**src/rtl/serial_link_pkg.sv**
```systemverilog
// serial_link_pkg: state encoding and sync pattern shared by both ends of the serial link
package serial_link_pkg;

    // One-hot state encodings; the receiver uses the same values
    localparam logic [3:0] ST_IDLE = 4'b0001;
    localparam logic [3:0] ST_SYNC = 4'b0010;
    localparam logic [3:0] ST_DATA = 4'b0100;
    localparam logic [3:0] ST_GAP  = 4'b1000;

    typedef enum logic [3:0] {
        IDLE = ST_IDLE,
        SYNC = ST_SYNC,
        DATA = ST_DATA,
        GAP  = ST_GAP
    } state_e;

    localparam int SYNC_W_DEFAULT = 5;
    localparam logic [SYNC_W_DEFAULT-1:0] SYNC_PAT_DEFAULT = 5'b10010;

    function automatic int max3(input int a, input int b, input int c);
        int m;
        m = (a > b) ? a : b;
        return (m > c) ? m : c;
    endfunction

endpackage

```
**src/rtl/serial_pattern_tx.sv**
```systemverilog
// serial_pattern_tx: sends sync pattern then payload MSB-first, one valid-qualified bit per clock
//   clk, rst     : clock, synchronous active-high reset
//   in_data      : payload word, latched on in_valid && in_ready
//   in_valid     : payload available
//   in_ready     : accepting (IDLE and not in reset)
//   out_bit      : serial bit (registered)
//   out_valid    : out_bit is a frame bit this cycle
//   busy         : frame in progress (state != IDLE)
//   frame_done   : one-cycle pulse in the first cycle after the last frame bit
//   Build option SERIAL_TX_PARITY_EN appends an even-parity bit of the payload after the data bits.
module serial_pattern_tx
    import serial_link_pkg::*;
#(
    parameter int                DATA_W     = 8,
    parameter int                SYNC_W     = SYNC_W_DEFAULT,
    parameter logic [SYNC_W-1:0] SYNC_PAT   = SYNC_W'(SYNC_PAT_DEFAULT),
    parameter int                GAP_CYCLES = 1
) (
    input  logic              clk,
    input  logic              rst,
    input  logic [DATA_W-1:0] in_data,
    input  logic              in_valid,
    output logic              in_ready,
    output logic              out_bit,
    output logic              out_valid,
    output logic              busy,
    output logic              frame_done
);

`ifdef SERIAL_TX_PARITY_EN
    localparam int DLEN = DATA_W + 1;
`else
    localparam int DLEN = DATA_W;
`endif
    localparam int FW = SYNC_W + DLEN;
    localparam int CW = $clog2(max3(SYNC_W, DLEN, GAP_CYCLES) + 1);
    localparam logic [CW-1:0] S_LAST = CW'(SYNC_W - 1);
    localparam logic [CW-1:0] D_LAST = CW'(DLEN - 1);
    localparam logic [CW-1:0] G_LAST = CW'(GAP_CYCLES > 0 ? GAP_CYCLES - 1 : 0);

    state_e          state_q;
    logic [CW-1:0]   cnt_q;
    logic [FW-1:0]   fr_q;
    logic            out_bit_q;
    logic            out_valid_q;
    logic            frame_done_q;
    logic [DLEN-1:0] pl;

`ifdef SERIAL_TX_PARITY_EN
    assign pl = {in_data, ^in_data};
`else
    assign pl = in_data;
`endif

    assign in_ready   = (state_q == IDLE) && !rst;
    assign busy       = state_q != IDLE;
    assign out_bit    = out_bit_q;
    assign out_valid  = out_valid_q;
    assign frame_done = frame_done_q;

    // fr_q holds the whole frame; the first bit is driven straight out at the
    // handshake so fr_q is loaded pre-shifted and its MSB is always the next bit.
    always_ff @(posedge clk) begin
        if (rst) begin
            state_q      <= IDLE;
            cnt_q        <= '0;
            fr_q         <= '0;
            out_bit_q    <= 1'b0;
            out_valid_q  <= 1'b0;
            frame_done_q <= 1'b0;
        end else begin
            frame_done_q <= 1'b0;
            case (state_q)
                IDLE: if (in_valid && in_ready) begin
                    state_q     <= SYNC;
                    cnt_q       <= '0;
                    fr_q        <= {SYNC_PAT, pl} << 1;
                    out_bit_q   <= SYNC_PAT[SYNC_W-1];
                    out_valid_q <= 1'b1;
                end
                SYNC: begin
                    out_bit_q <= fr_q[FW-1];
                    fr_q      <= fr_q << 1;
                    cnt_q     <= (cnt_q == S_LAST) ? '0 : cnt_q + 1'b1;
                    if (cnt_q == S_LAST) state_q <= DATA;
                end
                DATA: if (cnt_q == D_LAST) begin
                    state_q      <= (GAP_CYCLES > 0) ? GAP : IDLE;
                    cnt_q        <= '0;
                    fr_q         <= '0;
                    out_bit_q    <= 1'b0;
                    out_valid_q  <= 1'b0;
                    frame_done_q <= 1'b1;
                end else begin
                    out_bit_q <= fr_q[FW-1];
                    fr_q      <= fr_q << 1;
                    cnt_q     <= cnt_q + 1'b1;
                end
                GAP: if (cnt_q == G_LAST) begin
                    state_q <= IDLE;
                    cnt_q   <= '0;
                end else begin
                    cnt_q <= cnt_q + 1'b1;
                end
                default: state_q <= IDLE;
            endcase
        end
    end

endmodule
```
**config.mk**
```make
export PLATFORM = sky130hd
export DESIGN_NAME = serial_pattern_tx
export DESIGN_NICKNAME = d
export VERILOG_FILES = /design/src/rtl/serial_link_pkg.sv /design/src/rtl/serial_pattern_tx.sv
export SDC_FILE = /design/constraint.sdc
export NUM_CORES = 1
export LEC_CHECK = 0
export ABC_AREA = 1
export CAP_MARGIN = 25
export CORE_MARGIN = 2
export CORE_UTILIZATION = 48
export DETAILED_ROUTE_END_ITERATION = 10
export HOLD_SLACK_MARGIN = 0.02
export PLACE_DENSITY = 0.74
export SETUP_SLACK_MARGIN = 0.05
export SLEW_MARGIN = 10
export SYNTH_ARGS = -nofsm -noshare
export SYNTH_HDL_FRONTEND = slang
export SYNTH_SLANG_ARGS = --single-unit
```
**constraint.sdc**
```tcl
create_clock -name clk -period 1.6 [get_ports clk]
set_clock_uncertainty 0.2 [all_clocks]
set_input_delay 0.24 -clock clk [delete_from_list [all_inputs] [get_ports clk]]
set_output_delay 0.24 -clock clk [all_outputs]
set_load 0.05 [all_outputs]
```
# ---- Word-level counts from Yosys, hierarchy flattened
# Index checks and enable logic that the tools add are counted.
dict set report op_classes {
  reduce_logical 12
  mux 19
  n_eq_ne 11
  bitwise 1
  n_addsub 1
}
# op count
set op_table {}
lappend op_table {{one-hot mux 13 bit (3 select lines)} 1}
lappend op_table {{2-to-1 mux 4 bit} 8}
lappend op_table {{one-hot mux 4 bit (4 select lines)} 2}
lappend op_table {{2-to-1 mux 13 bit} 2}
lappend op_table {{== test 4 x 3 -> 1 bit (second input constant)} 3}
lappend op_table {{inequality test 2 bit (second input constant)} 3}
lappend op_table {{adder 4 x 1 -> 4 bit (second input constant)} 1}
lappend op_table {{== test 4 x 1 -> 1 bit (second input constant)} 1}
lappend op_table {{== test 4 x 2 -> 1 bit (second input constant)} 1}
lappend op_table {{== test 4 bit (second input constant)} 1}
lappend op_table {{zero test 4 bit} 1}
lappend op_table {{2-to-1 mux 1 bit} 4}
lappend op_table {{inequality test 4 x 1 -> 1 bit (second input constant)} 1}
lappend op_table {{AND reduction 2 bit} 2}
lappend op_table {{AND reduction 4 bit} 1}
lappend op_table {{nonzero test 4 bit} 1}
lappend op_table {{one-hot mux 1 bit (3 select lines)} 1}
lappend op_table {{AND reduction 3 bit} 1}
lappend op_table {{nonzero test 3 bit} 1}
lappend op_table {{logical AND 1 bit} 2}
lappend op_table {{inequality test 2 x 1 -> 1 bit (second input constant)} 1}
lappend op_table {{one-hot mux 1 bit (2 select lines)} 1}
lappend op_table {{nonzero test 2 bit} 1}
lappend op_table {{OR reduction 2 bit} 1}
lappend op_table {{other kinds (2)} 2}
dict set report word_totals {
  output_inout_bits 5
  inputBits 11
  elab_cells 50
  register_bits 24
}

# ---- Depth between registers and ports, before layout
# Gate-level depths: netlist of the first run.
dict set report logic_depth {
  depth_word 5
  depth_mapped 11
  ltp_nobuf 10
}

# ---- Worst setup path before layout of the first run
# No wires, ideal clock.
dict set report synth_path {
  kind {reg-to-reg}
  from {register state_q[3]}
  to {register out_valid_q, in the netlist out_valid}
  setup_ns 0.086
  period_less_slack_ns 2.474
  required_time_ns 1.314
  path_buffers 0
  t_arrival_ns 2.188
  stages_incl_launch_ff 6
  setup_slack_ns -0.874
  path_cell_list {dfxtp_1 > nor2_1 > nand3_1 > nor2_1 > nand2_1 > a211oi_1}
}
dict set report synth_via {
  elab_chain_len 5
  elab_cells_between_ends 9
  classes_between {eq/ne (4); mux (1); reduce/logical (4)}
}
# item line_no
set synth_rtl {}
lappend synth_rtl {{start: declaration} serial_pattern_tx.sv:41} ;# state_e state_q;
lappend synth_rtl {{start signal: assignment} serial_pattern_tx.sv:88} ;# state_q <= (GAP_CYCLES > 0) ? GAP : IDLE;
lappend synth_rtl {{== test 4 x 1 -> 1 bit} serial_pattern_tx.sv:55} ;# assign in_ready = (state_q == IDLE) && !rst;
lappend synth_rtl {{logical AND 1 bit} serial_pattern_tx.sv:55}
lappend synth_rtl {{net in_ready} serial_pattern_tx.sv:23} ;# output logic in_ready,
lappend synth_rtl {{logical AND 1 bit} serial_pattern_tx.sv:74} ;# IDLE: if (in_valid && in_ready) begin
lappend synth_rtl {{inequality test 2 x 1 -> 1 bit (no source line)} --}
lappend synth_rtl {{AND reduction 3 bit (no source line)} --}
lappend synth_rtl {{end signal: assignment} serial_pattern_tx.sv:69} ;# out_valid_q <= 1'b0;
lappend synth_rtl {{end signal: assignment} serial_pattern_tx.sv:79} ;# out_valid_q <= 1'b1;
lappend synth_rtl {{end signal: assignment} serial_pattern_tx.sv:92} ;# out_valid_q <= 1'b0;
lappend synth_rtl {{end: declaration} serial_pattern_tx.sv:45} ;# logic out_valid_q;
# The timed path passes the listed nets, and every way through them passes these cells.
# A chain may end at the register's enable or synchronous reset.

# ---- Final worst setup path of the first run
dict set report layout_path {
  from {register state_q[3]}
  to {register fr_q[7]}
}
dict set report layout_via {
  elab_chain_len 5
  elab_cells_between_ends 9
  classes_between {eq/ne (4); mux (1); reduce/logical (4)}
}
# item line_no
set layout_rtl {}
lappend layout_rtl {{== test 4 x 1 -> 1 bit} {serial_pattern_tx.sv:55, serial_pattern_tx.sv:73}}
lappend layout_rtl {{logical AND 1 bit} serial_pattern_tx.sv:55}
lappend layout_rtl {{logical AND 1 bit} serial_pattern_tx.sv:74}
lappend layout_rtl {{inequality test 2 x 1 -> 1 bit (no source line)} --}
lappend layout_rtl {{AND reduction 2 bit (no source line)} --}
lappend layout_rtl {{end signal: assignment} serial_pattern_tx.sv:77} ;# fr_q <= {SYNC_PAT, pl} << 1;
lappend layout_rtl {{end signal: assignment} serial_pattern_tx.sv:83} ;# fr_q <= fr_q << 1;
lappend layout_rtl {{end signal: assignment} serial_pattern_tx.sv:96} ;# fr_q <= fr_q << 1;
lappend layout_rtl {{end: declaration} serial_pattern_tx.sv:43} ;# logic [FW-1:0] fr_q;
# Several ways; a longest one is shown, not always the timed one.

==> out/qor.csv, run 1 <==
stage,metric,value,unit
layout,antennaDiodeCount,0,
worst_hold_path,hold_path.startpoint,fr_q[11],
timing,worst_pin_slew,0.330,ns
synth,syn_nets,215,
route,wl,3810,um
worst_hold_path,hold_depth,2,
layout,syn2layout_area_growth,56.3,%
setup_path,crit_required,1.66,ns
power,ir_drop,0.779,mV
synth,synth.top_cell.area_share,36.9,%
timing,maxSlewHeadroom,77.9,%
clock_network,cts_tree,built,
route,antenna_left,0,
clock_network,cts_buffers,3,
global_route,grt_pass1_wl,5130,um
route,vias,1386,
floorplan,die-area,3020,um^2
setup_path,crit_path_top_delay_cell,dfxtp_4,
synth,syn_inst,202,
worst_hold_path,whs_endpoint,fr_q[11],
setup_path,rr_worst_depth,12,
synth,syn_area_per_cell,6.18,um^2
run_status,violations,setup timing,
floorplan,die_w,55.0,um
synth,async_reset_ff_share,0,%
setup_path,cp-start-kind,flop,
synth,ys_seq_area_share,36.9,%
synth,synth_ff_type,dfxtp_1,
setup_path,r2r_end,fr_q[7],
clock_network,insertion_delay,0.32,ns
synth,synth_edf_count,0,
timing,rsz0062_at_grt,yes,
timing,setup_viol,16,
synth,yosys_register_bits,23,
setup_path,rrSetupSlack,-0.11,ns
synth,ys_types,18,
floorplan,placeableCoreArea,2480,um^2
floorplan,die_h,55.0,um
synth,synth.cell_area,1250,um^2
setup_path,endpoint_kind,flop,
layout,nets,254,
setup_path,criticalPathCategory,flop to flop,
power,p_leak,0.901,nW
synth,synth_most_common_cell,nand2_1,
setup_path,crit_top_cell,nand2_4,
global_route,grt_max_degree,15,
synth,yosysTopAreaCell,dfxtp_1,
timing,finalWorstSetupSlack,-0.115,ns
route,met3_length,147,um
layout,drive_gt1_share,36.3,%
layout,nFillCells,144,
clock_network,clock_tree.buffer_depth,2,
timing,maxSlewViolCount,0,
clock_network,numClockSinks,23,
layout,stdcell_area,1950,um^2
route,wire_per_inst,14.1,um
global_route,gr-usage-all-layers,23.3,%
timing,period_needed,1.71,ns
setup_path,critical_path.max_stage_delay,0.39,ns
global_route,antenna_found_initial,0,
floorplan,initial_core_util,50.4,%
route,drt_iter0_markers,39,
synth,synth_commonest_cells,"nand2_1 (77), nor2_1 (33), dfxtp_1 (23), inv_1 (20), a21oi_1 (12)",
floorplan,ioPinCount,16,
placement,portBuffers,15,
route,highest_layer,met4,
setup_path,cp_max_fo,7,
clock_network,clk_pin_slew,0.15,ns
route,viasPerCell,5.13,
synth,ys_warn_count,0,
power,powerDensity,746,nW/um^2
floorplan,num_rows,18,
placement,dpl_cell_area,1590,um^2
timing,fin_crit_sh,107,%
route,drcViolationCount,0,
route,wl_met1,1640,um
clock_network,hold_buffers,0,
global_route,grt_overflow,0,
route,routed-wl-met2,2000,um
placement,gp_congestion,0.904,
clock_network,cts.htree.levels,1,
run,max_cap_violations,0,
placement,dp_hpwl,2080,um
worst_hold_path,hp-class,flop to flop,
layout,multi_input_area,881,um^2
route,dr.pass1.iters,4,
global_route,grt_pass1_vias,1173,
timing,final-hold-violation-count,0,
setup_path,r2r-start,state_q[3],
placement,dp_cells,256,
layout,seq_area,475,um^2
setup_path,crit_chain,"nor2_4, buf_4, buf_6, nand2_4, nand2_4, inv_4, nand2_4, nand2_4, clkbuf_16, nand2_1, nand2_1, nor2_1",
clock_network,root_buffer,clkbuf_4,
setup_path,arrival,1.78,ns
run_status,status,"complete, but fails checks",
synth,synth_area_leaders,"dfxtp_1 (37%), nand2_1 (23%), nor2_1 (9.9%)",
layout,stdcell_count,270,
timing,fin_hold_ws,0.278,ns
timing,max_freq,583,MHz
-- layout by cell type, fill, tap and decap left out, types with 7 or more instances in the layout --
master / count
clkdlybuf4s50_1: 10
dfxtp_1: 17
a21oi_1: 7
nand3_1: 7
buf_4: 15
nand2_1: 67
nand2_4: 13
nor2_1: 23
inv_1: 18
nor2_2: 8
buf_6: 7
-- routing by layer --
metal,track usage (%),up-vias
met2,41.5,39
met4,4.07,0
met5,0,-
li1,-,696
met1,29.8,649
met3,4.03,2
-- worst max path at each step --
stage / start / end / slack, ns / cells past startpoint
floorplan: state_q[2] / out_valid / -0.04 / 5
global placement: rst / cnt_q[0] / -0.02 / 9
detailed placement: rst / cnt_q[2] / -0.06 / 8
CTS: state_q[3] / in_ready / -0.05 / 4
global route: state_q[3] / fr_q[7] / -0.16 / 12
finish: state_q[3] / fr_q[7] / -0.11 / 12
-- cell families after synthesis --
| family | after synthesis | share of synthesized area, % |
|---|---|---|
| flip-flops | 23 | 36.9 |
| AO/OA/AOI/OAI | 15 | 6.72 |
| AND/OR/NAND/NOR | 133 | 43.6 |
| buffers and inverters | 29 | 10.7 |
| adder cells (fa/ha/maj) | 2 | 2.01 |
-- report_power, final --
part	internal, mW	leakage, nW	switching, mW
combinational	0.243	0.692	0.271
sequential	0.618	0.191	0.0335
clock	0.0934	0.0177	0.196
-- sequential cells by signal (all words and copies together) (netlist names) --
signal,cells
state_q,4
fr_q,12
out_valid,1
frame_done,1
cnt_q,4
out_bit,1
-- area by class of cell --
class	instances	share of cell area, %
clock buffers	3	1.16
clock inverters	1	0.257
inverters	23	4.69
multi-input cells	151	45.2
flip-flops and latches	23	24.4
well taps	30	1.93
repair buffers	39	22.4
-- critical path, delay by kind of cell (launching register included) --
family        cells  cell delay (ns)
flops             1             0.39
simple gates      8             0.63
buf+inv           4             0.43
-- per-stage QoR --
step	utilization, %	worst slack, ns	setup TNS, ns	power (mW)
6_report	78.7	-0.115	-1.11	1.45
5_1_grt	78.7	-0.160	-2.06	1.52
4_1_cts	69.4	-0.0491	-0.0491	1.34
3_5_place_dp	64.3	-0.0560	-0.247	1.05
3_3_place_gp	64.3	-0.0230	-0.0243	1.04
2_1_floorplan	-	-0.0361	-0.0361	0.896
-- what timing repair did --
item,CTS,global route
gates cloned,1,1
buffers inserted,5,3
pin swaps,8,18
setup endpoints to repair,17,23
resized for setup,18,48
Note: power is estimated with default switching activity, not from simulation.
==> run 2, diff against run 1 <==
SETUP_SLACK_MARGIN = 0.1   (was 0.05)
==> run 2 against run 1 <==
Against the previous run: the flow still finishes with violations (setup timing); critical endpoint is now in_ready; largest power group unchanged; non-clock buffer count grew 3; cell count grew 0.74%; highest routed layer unchanged; sequential cell count is the same; combinational power shrank 5.4%.
==> out/qor.csv, run 2 (same netlist as run 1, synthesis figures left out) <==
stage,metric,value,unit,change
run_status,violations,setup timing,,
setup_path,crit_top_cell,nor2_4,,
layout,nets,256,,+0.79%
floorplan,die-area,3020,um^2,unchanged
global_route,grt_max_degree,21,,+6
timing,final-hold-violation-count,0,,unchanged
setup_path,crit_path_top_delay_cell,dfxtp_4,,
clock_network,cts_tree,built,,
setup_path,arrival,1.23,ns,-0.55 ns
floorplan,die_w,55.0,um,unchanged
setup_path,cp_max_fo,3,,-4
layout,final_common_cell,nand2_1,,
layout,final_util,78.7,%,unchanged
clock_network,root_buffer,clkbuf_4,,
timing,max_freq,598,MHz,+2.5%
route,drcViolationCount,0,,unchanged
global_route,grt_pass1_wl,5250,um,+2.3%
power,powerDensity,734,nW/um^2,-1.6%
layout,syn2layout_area_growth,56.3,%,unchanged
placement,dp_hpwl,2100,um,+0.97%
run,max_cap_violations,0,,unchanged
global_route,antenna_found_initial,0,,unchanged
route,vias,1425,,+2.8%
setup_path,criticalPathCategory,flop to output pin,,
clock_network,insertion_delay,0.33,ns,about the same
floorplan,initial_core_util,50.4,%,unchanged
setup_path,crit_required,1.16,ns,-0.50 ns
layout,drive_gt1_share,39.3,%,+3.0 points
global_route,grt_overflow,0,,unchanged
timing,setup_viol,8,,-8
route,wire_per_inst,15.0,um,+6.6%
timing,period_needed,1.67,ns,-0.0415 ns
power,ir_drop,0.863,mV,+11%
setup_path,crit_buf_inv,1,,-3
layout,stdcell_area,1950,um^2,unchanged
power,p_leak,0.909,nW,+0.93%
clock_network,cts_buffers,3,,unchanged
placement,pre_cts_slack,-0.0560,ns,+0.0000439 ns
layout,largest_registers,"fr_q x12, cnt_q x4, state_q x4",,
placement,dpl_cell_area,1550,um^2,-2.5%
global_route,grt_pass1_vias,1199,,+2.2%
timing,maxSlewViolCount,0,,unchanged
layout,largest_reg_flops,12,,unchanged
timing,maxSlewHeadroom,84.6,%,+6.6 points
layout,top_register,fr_q,,
route,viasPerCell,5.24,,+2.1%
setup_path,cp_top_family,flip-flops,,
floorplan,placeableCoreArea,2480,um^2,unchanged
run_status,status,"complete, but fails checks",,
layout,layout_common_cells,"nand2_1 (67), buf_4 (21), nor2_1 (19)",,
floorplan,die_h,55.0,um,unchanged
setup_path,cp-start-kind,flop,,
global_route,gr-usage-all-layers,24.9,%,+1.6 points
floorplan,ioPinCount,16,,unchanged
layout,nFillCells,153,,+6.3%
route,antenna_left,0,,unchanged
placement,portBuffers,15,,unchanged
setup_path,endpoint_kind,output pin,,
worst_hold_path,hp-class,flop to flop,,
clock_network,clock_tree.buffer_depth,2,,unchanged
layout,antennaDiodeCount,0,,unchanged
placement,gp_congestion,0.840,,-7.1%
power,finalPower,1.43,mW,-1.6%
floorplan,num_rows,18,,unchanged
timing,setup_tns,-0.159,ns,+0.955 ns
route,dr.pass1.iters,4,,unchanged
setup_path,crit_chain,"nor2_4, nand3_4, nor2_4, buf_12",,
timing,worst_pin_slew,0.231,ns,-0.0989 ns
clock_network,hold_buffers,0,,unchanged
route,drt_iter0_markers,54,,+38%
route,wl,4090,um,+7.4%
timing,rsz0062_at_grt,yes,,
timing,finalWorstSetupSlack,-0.0734,ns,+0.0415 ns
timing,fin_crit_sh,105,%,-2.6 points
clock_network,clk_pin_slew,0.14,ns,about the same
clock_network,cts.htree.levels,1,,unchanged
setup_path,critical_path.max_stage_delay,0.38,ns,about the same
clock_network,numClockSinks,23,,unchanged
[run 2: cell count changes in the layout (fill, tap and decap cells not counted), sizes merged]
cell / previous run / this run
clkbuf: 4 / 3
buf: 28 / 32
nand2: 86 / 85
[run 2: worst paths after layout]
kind	from	to	slack [ns]	cells after the start
min reg2reg	fr_q[12]	fr_q[12]	0.27	2
max	state_q[3]	in_ready	-0.07	4
max reg2reg	state_q[3]	fr_q[10]	-0.04	11
min	fr_q[12]	fr_q[12]	0.27	2
[run 2: cell type report]
cell class / instances / area (um^2) / area share [%]
clock inverters: 1 / 5.00 / 0.257
well taps: 30 / 37.5 / 1.93
clock buffers: 3 / 22.5 / 1.16
flip-flops and latches: 23 / 478 / 24.5
multi-input cells: 150 / 881 / 45.2
inverters: 23 / 91.3 / 4.69
repair buffers: 42 / 434 / 22.3
[run 2: report_power, final]
group / switching [mW] / leakage (nW) / internal [mW]
combinational: 0.264 / 0.700 / 0.222
sequential: 0.0371 / 0.191 / 0.616
clock: 0.198 / 0.0177 / 0.0942
total: 0.499 / 0.909 / 0.932
[run 2: tightest hold or removal path, stage by stage (launching register included)]
cell     delay (ns)
dfxtp_1        0.33
nand2_1        0.06
a21oi_1        0.05
[run 2: metal layers]
layer,up-vias,wire length [um],GRT usage (%)
met2,74,2040,44.4
met3,16,249,4.30
met4,0,184,13.0
met1,640,1620,28.2
met5,-,0,0
li1,695,-,-
[run 2: what timing repair did]
item,CTS,global route
gates cloned,0,0
resized for setup,30,35
setup endpoints to repair,21,23
pin swaps,9,19
setup buffers,11,8
[run 2: through the flow]
| stage | std cells | hold WS, ns |
|---|---|---|
| floorplan | 202 | 0.109 |
| global placement | 250 | 0.247 |
| detailed placement | 250 | 0.257 |
| CTS | 265 | 0.277 |
| global route | 272 | 0.288 |
| finish | 272 | 0.271 |
==> patch 1: new RTL, settings of run 2 <==
Build with the macro `SERIAL_TX_PARITY_EN` defined.
--- a/src/rtl/serial_pattern_tx.sv
+++ b/src/rtl/serial_pattern_tx.sv
@@ -8,6 +8,8 @@
 //   busy         : frame in progress (state != IDLE)
 //   frame_done   : one-cycle pulse in the first cycle after the last frame bit
 //   Build option SERIAL_TX_PARITY_EN appends an even-parity bit of the payload after the data bits.
+`define SERIAL_TX_PARITY_EN
+
 module serial_pattern_tx
     import serial_link_pkg::*;
 #(
Behaviour: same outputs for any inputs over 10 cycles, from zero or initial values and one cycle with rst high; that may be too few to reach the edited logic, so the function may still have changed.
==> patch 1 against run 2 <==
  * The run still ends with setup timing left
  * Count of clock-buffer cells in the layout rose by 1
  * Fmax hardly changed
  * Wire length is 6.4% higher
  * Die area rose by 10%
  * Cell area rose by 16%
  * Worst setup slack barely moved
  * Sequential cell count is 1 higher
  * Synthesized area rose by 11%
  * Total power is 12% higher
==> patch 1: results (changes against run 2) <==
metric;value;unit;change
outcome;finished, violations left;;
drive_gt1_frac;0.432;;+0.0399
drt_iter0_markers;81;;+50%
wl_met1;1750;µm;+8.4%
p_leak;0.992;nW;+9.1%
worst_slack;-0.0735;ns;-0.000145 ns
post-place-ws;-0.154;ns;-0.0978 ns
final.setup.tns;-0.497;ns;-0.338 ns
seq_area_frac_synth;0.346;;-0.0232
groute.usage.overall;0.252;;+0.00234
violations;setup timing;;
rr_endpoint;fr_q[9]$_SDFFE_PP0P_;;
grt_first_pass_wirelength;6530;µm;+24%
vias;1574;;+10%
rrSetupSlack;-0.06;ns;-0.02 ns
grt_pass1_vias;1444;;+20%
setup_viol;17;;+9
finalWeightedCongestion;0.826;;-1.7%
fin_nets;273;;+6.6%
grt_max_degree;14;;-33%
power.internal;1.05;mW;+13%
wl_per_cell;15.0;µm;-0.21%
dr_wl_met3;237;µm;-4.8%
worstMarginPinSlew;0.336;ns;+0.105 ns
dr_wl_met2;2250;µm;+11%
patch 1: how the worst max path moves through the flow:
stage / to / depth (start not counted) / start
floorplan: fr_q[3]$_SDFFE_PP0P_ / 10 / cnt_q[0]$_SDFFE_PP0P_
global placement: fr_q[6]$_SDFFE_PP0P_ / 7 / in_valid
detailed placement: fr_q[6]$_SDFFE_PP0P_ / 7 / in_valid
CTS: in_ready / 4 / state_q[3]$_SDFFE_PP0P_
global route: in_ready / 4 / state_q[2]$_SDFFE_PP0P_
finish: busy / 4 / state_q[2]$_SDFFE_PP0P_
patch 1: what timing repair did:
action | 4_1_cts | 5_1_grt
gates cloned | 3 | 0
pin swaps | 12 | 9
setup endpoints to repair | 18 | 25
hold buffers | 0 | 0
resized for setup | 52 | 33
setup buffers | 13 | 5
patch 1: per-stage QoR:
stage	cells	hold slack [ns]	instance area (µm²)
global route	290	0.305	2260
detailed placement	265	0.252	1730
CTS	285	0.271	2090
finish	290	0.283	2260
floorplan	212	0.109	1430
global placement	265	0.250	1730
patch 1: final cells by class:
| type | instances | area, µm² |
|---|---|---|
| clock buffer | 4 | 36.3 |
| timing repair inverter | 1 | 11.3 |
| sequential | 24 | 494 |
| tap | 31 | 38.8 |
| multi-input combinational | 162 | 1080 |
| inverter | 24 | 103 |
| timing repair buffer | 44 | 498 |
| fill | 157 | 495 |
patch 1: cells by family after synthesis:
family / Yosys count / synth area share
adder cells (fa/ha/maj): 2 / 0.0180
AND/OR/NAND/NOR: 119 / 0.384
AO/OA/AOI/OAI: 36 / 0.141
XOR/XNOR: 3 / 0.0189
buffers and inverters: 28 / 0.0928
flip-flops: 24 / 0.346
patch 1: power by group through the flow:
| stage | logic, mW | clock network, mW | registers, mW |
|---|---|---|---|
| 2_1_floorplan | 0.228 | 0 | 0.698 |
| 3_3_place_gp | 0.381 | 0 | 0.688 |
| 3_5_place_dp | 0.387 | 0 | 0.687 |
| 4_1_cts | 0.507 | 0.318 | 0.684 |
| 5_1_grt | 0.632 | 0.348 | 0.692 |
| 6_report | 0.592 | 0.323 | 0.687 |
patch 1: routing by layer:
metal / track usage / up-vias
li1: - / 770
met1: 0.330 / 731
met2: 0.427 / 62
met3: 0.0313 / 11
met4: 0.0864 / 0
met5: 0 / -
patch 1: worst max-delay path: stages, from the launching register on:
cell and delay, ns:
dfxtp_4 0.39, nor2_4 0.12, nand3_4 0.12, buf_12 0.15
buf_12 0.14
==> patch 2: new RTL, config.mk and constraints of run 2 <==
Made on the original files. Make the reset (`rst`) asynchronous in one clocked block. Comments in the files are not updated.
--- a/src/rtl/serial_pattern_tx.sv
+++ b/src/rtl/serial_pattern_tx.sv
@@ -60,7 +60,7 @@
 
     // fr_q holds the whole frame; the first bit is driven straight out at the
     // handshake so fr_q is loaded pre-shifted and its MSB is always the next bit.
-    always_ff @(posedge clk) begin
+    always_ff @(posedge clk or posedge rst) begin
         if (rst) begin
             state_q      <= IDLE;
             cnt_q        <= '0;
Behaviour: differs if rst is asserted again (counterexample within 4 cycles, from zero or initial values and one cycle with rst high); with rst held inactive, the same outputs for 10 cycles.
==> patch 2 against run 2 <==
  * The flow still finishes with violations (setup timing)
  * Sequential cell count did not move
  * Worst setup slack got worse by 0.14 ns
  * Synthesized area rose by 5.9%
  * Register-to-register slack got worse by 0.14 ns
  * Wire length fell by 1.8%
  * Cell area rose by 4.8%
Power is not compared: it rests on default switching activity, and its combinational part moved more than twofold at a synthesized area within 25%.
==> patch 2: results (changes against run 2) <==
metric;value;unit;change
outcome;finished, violations left;;
violations;setup timing;;
drtPass1Iterations;4;;unchanged
fin_nets;253;;-1.2%
setup_viol;20;;+12
crit_arrival;1.37;ns;+0.14 ns
worstMarginPinSlew;0.325;ns;+0.0945 ns
cts_buffer_depth;2;;unchanged
antenna_found_initial;0;;unchanged
synthTopCellsByCount;nand2_1, nand3_1, dfrtp_1, inv_1, nor2_1;;
antenna_cells;0;;unchanged
numCtsBuffers;3;;unchanged
wl;4010;µm;-1.8%
finalWeightedCongestion;0.803;;-4.4%
grt_pass1_vias;1291;;+7.7%
htree_levels;1;;unchanged
post-place-ws;-0.232;ns;-0.176 ns
synthDistinctLibCells;18;;unchanged
grt_first_pass_wirelength;5560;µm;+5.9%
worst_slack;-0.215;ns;-0.141 ns
yosys_warnings;0;;unchanged
place_area;0.00166;mm²;+6.8%
groute.usage.overall;0.221;;-0.0286
critPathMaxFanout;3;;unchanged
hpwl;2290;µm;+9.0%
clockRootBuffer;clkbuf_4;;
hp-class;in -> async;;
top_regs;fr_q x12, cnt_q x4, state_q x4;;
p_leak;1.03;nW;
syn_area_per_cell;6.78;µm²;+9.7%
p_sw_frac;0.466;;
grt_max_degree;24;;+14%
synthArstFlopShare;1.00;;+1.00
synthTopCellsByArea;dfrtp_1, nand2_1, nand3_1;;
portBuffers;15;;unchanged
vias;1420;;-0.35%
seq_area_frac_synth;0.437;;+0.0674
synth_ff_type;dfrtp_1;;
clock_latency;0.32;ns;
path_clk_slew;0.14;ns;about the same
drt_iter0_markers;99;;+83%
drive_gt1_frac;0.360;;-0.0327
ir_drop;0.00134;V;
final_cells;270;;-0.74%
mappedNetlistNets;208;;-3.3%
## patch 2: metal layers
metal	vias up	track usage	part of all wire
met3	4	0.0207	0.038
li1	693	-	-
met2	41	0.372	0.54
met1	682	0.291	0.42
met5	-	0	0
met4	0	0.0850	0.0092
## patch 2: layout make-up
| type | instances | area, µm² |
|---|---|---|
| sequential | 23 | 577 |
| clock inverter | 1 | 5.00 |
| tap | 31 | 38.8 |
| clock buffer | 3 | 22.5 |
| fill | 178 | 643 |
| inverter | 21 | 92.6 |
| multi-input combinational | 147 | 862 |
| timing repair buffer | 44 | 445 |
## patch 2: cells by family after synthesis
logic type	after synthesis	share of synthesized area
adder cells (fa/ha/maj)	2	0.0189
buffers and inverters	25	0.0795
XOR/XNOR	1	0.00663
AND/OR/NAND/NOR	140	0.443
AO/OA/AOI/OAI	4	0.0151
flip-flops	23	0.437
## patch 2: power by group through the flow
stage	Combinational, mW	Sequential (mW)	Clock, mW
final	2.21	0.948	0.282
after detailed placement	1.50	0.935	0
after CTS	1.79	0.919	0.283
after floorplan	1.01	0.946	0
after global placement	1.47	0.923	0
after global routing	2.37	0.972	0.311
## patch 2: per-stage QoR
stage / TNS [ns] / hold WS [ns]
3_3_place_gp: -3.09 / 0.255
4_1_cts: -0.429 / 0.229
6_report: -3.12 / 0.218
3_5_place_dp: -3.79 / 0.268
2_1_floorplan: -0.119 / -0.0846
5_1_grt: -4.23 / 0.248
## patch 2: final timing paths
check,startpoint,endpoint,slack (ns),cells past startpoint
worst max-delay path,state_q[0]$_DFFE_PP1P_,in_ready,-0.21,5
worst min-delay path,rst,fr_q[3]$_DFFE_PP0P_,0.22,3
worst max register to register,state_q[0]$_DFFE_PP1P_,fr_q[1]$_DFFE_PP0P_,-0.18,10
worst min register to register,fr_q[11]$_DFFE_PP0P_,fr_q[11]$_DFFE_PP0P_,0.31,2
max in group asynchronous,rst,state_q[0]$_DFFE_PP1P_,0.70,3
min in group clk,in_data[0],fr_q[1]$_DFFE_PP0P_,0.30,3
## patch 2: repair_timing
| item | CTS | global route |
|---|---|---|
| endpoints found under the setup margin | 22 | 22 |
| pin swaps | 6 | 9 |
| resized for setup | 22 | 42 |
| setup buffers | 7 | 7 |
| gates cloned | 2 | 0 |
## patch 2: worst max-delay path: stages, from the launching register on
cell and delay, ns:
dfstp_2 0.56, inv_2 0.05, nor2_4 0.10, nand2_4 0.08
nor2_4 0.12, buf_12 0.14
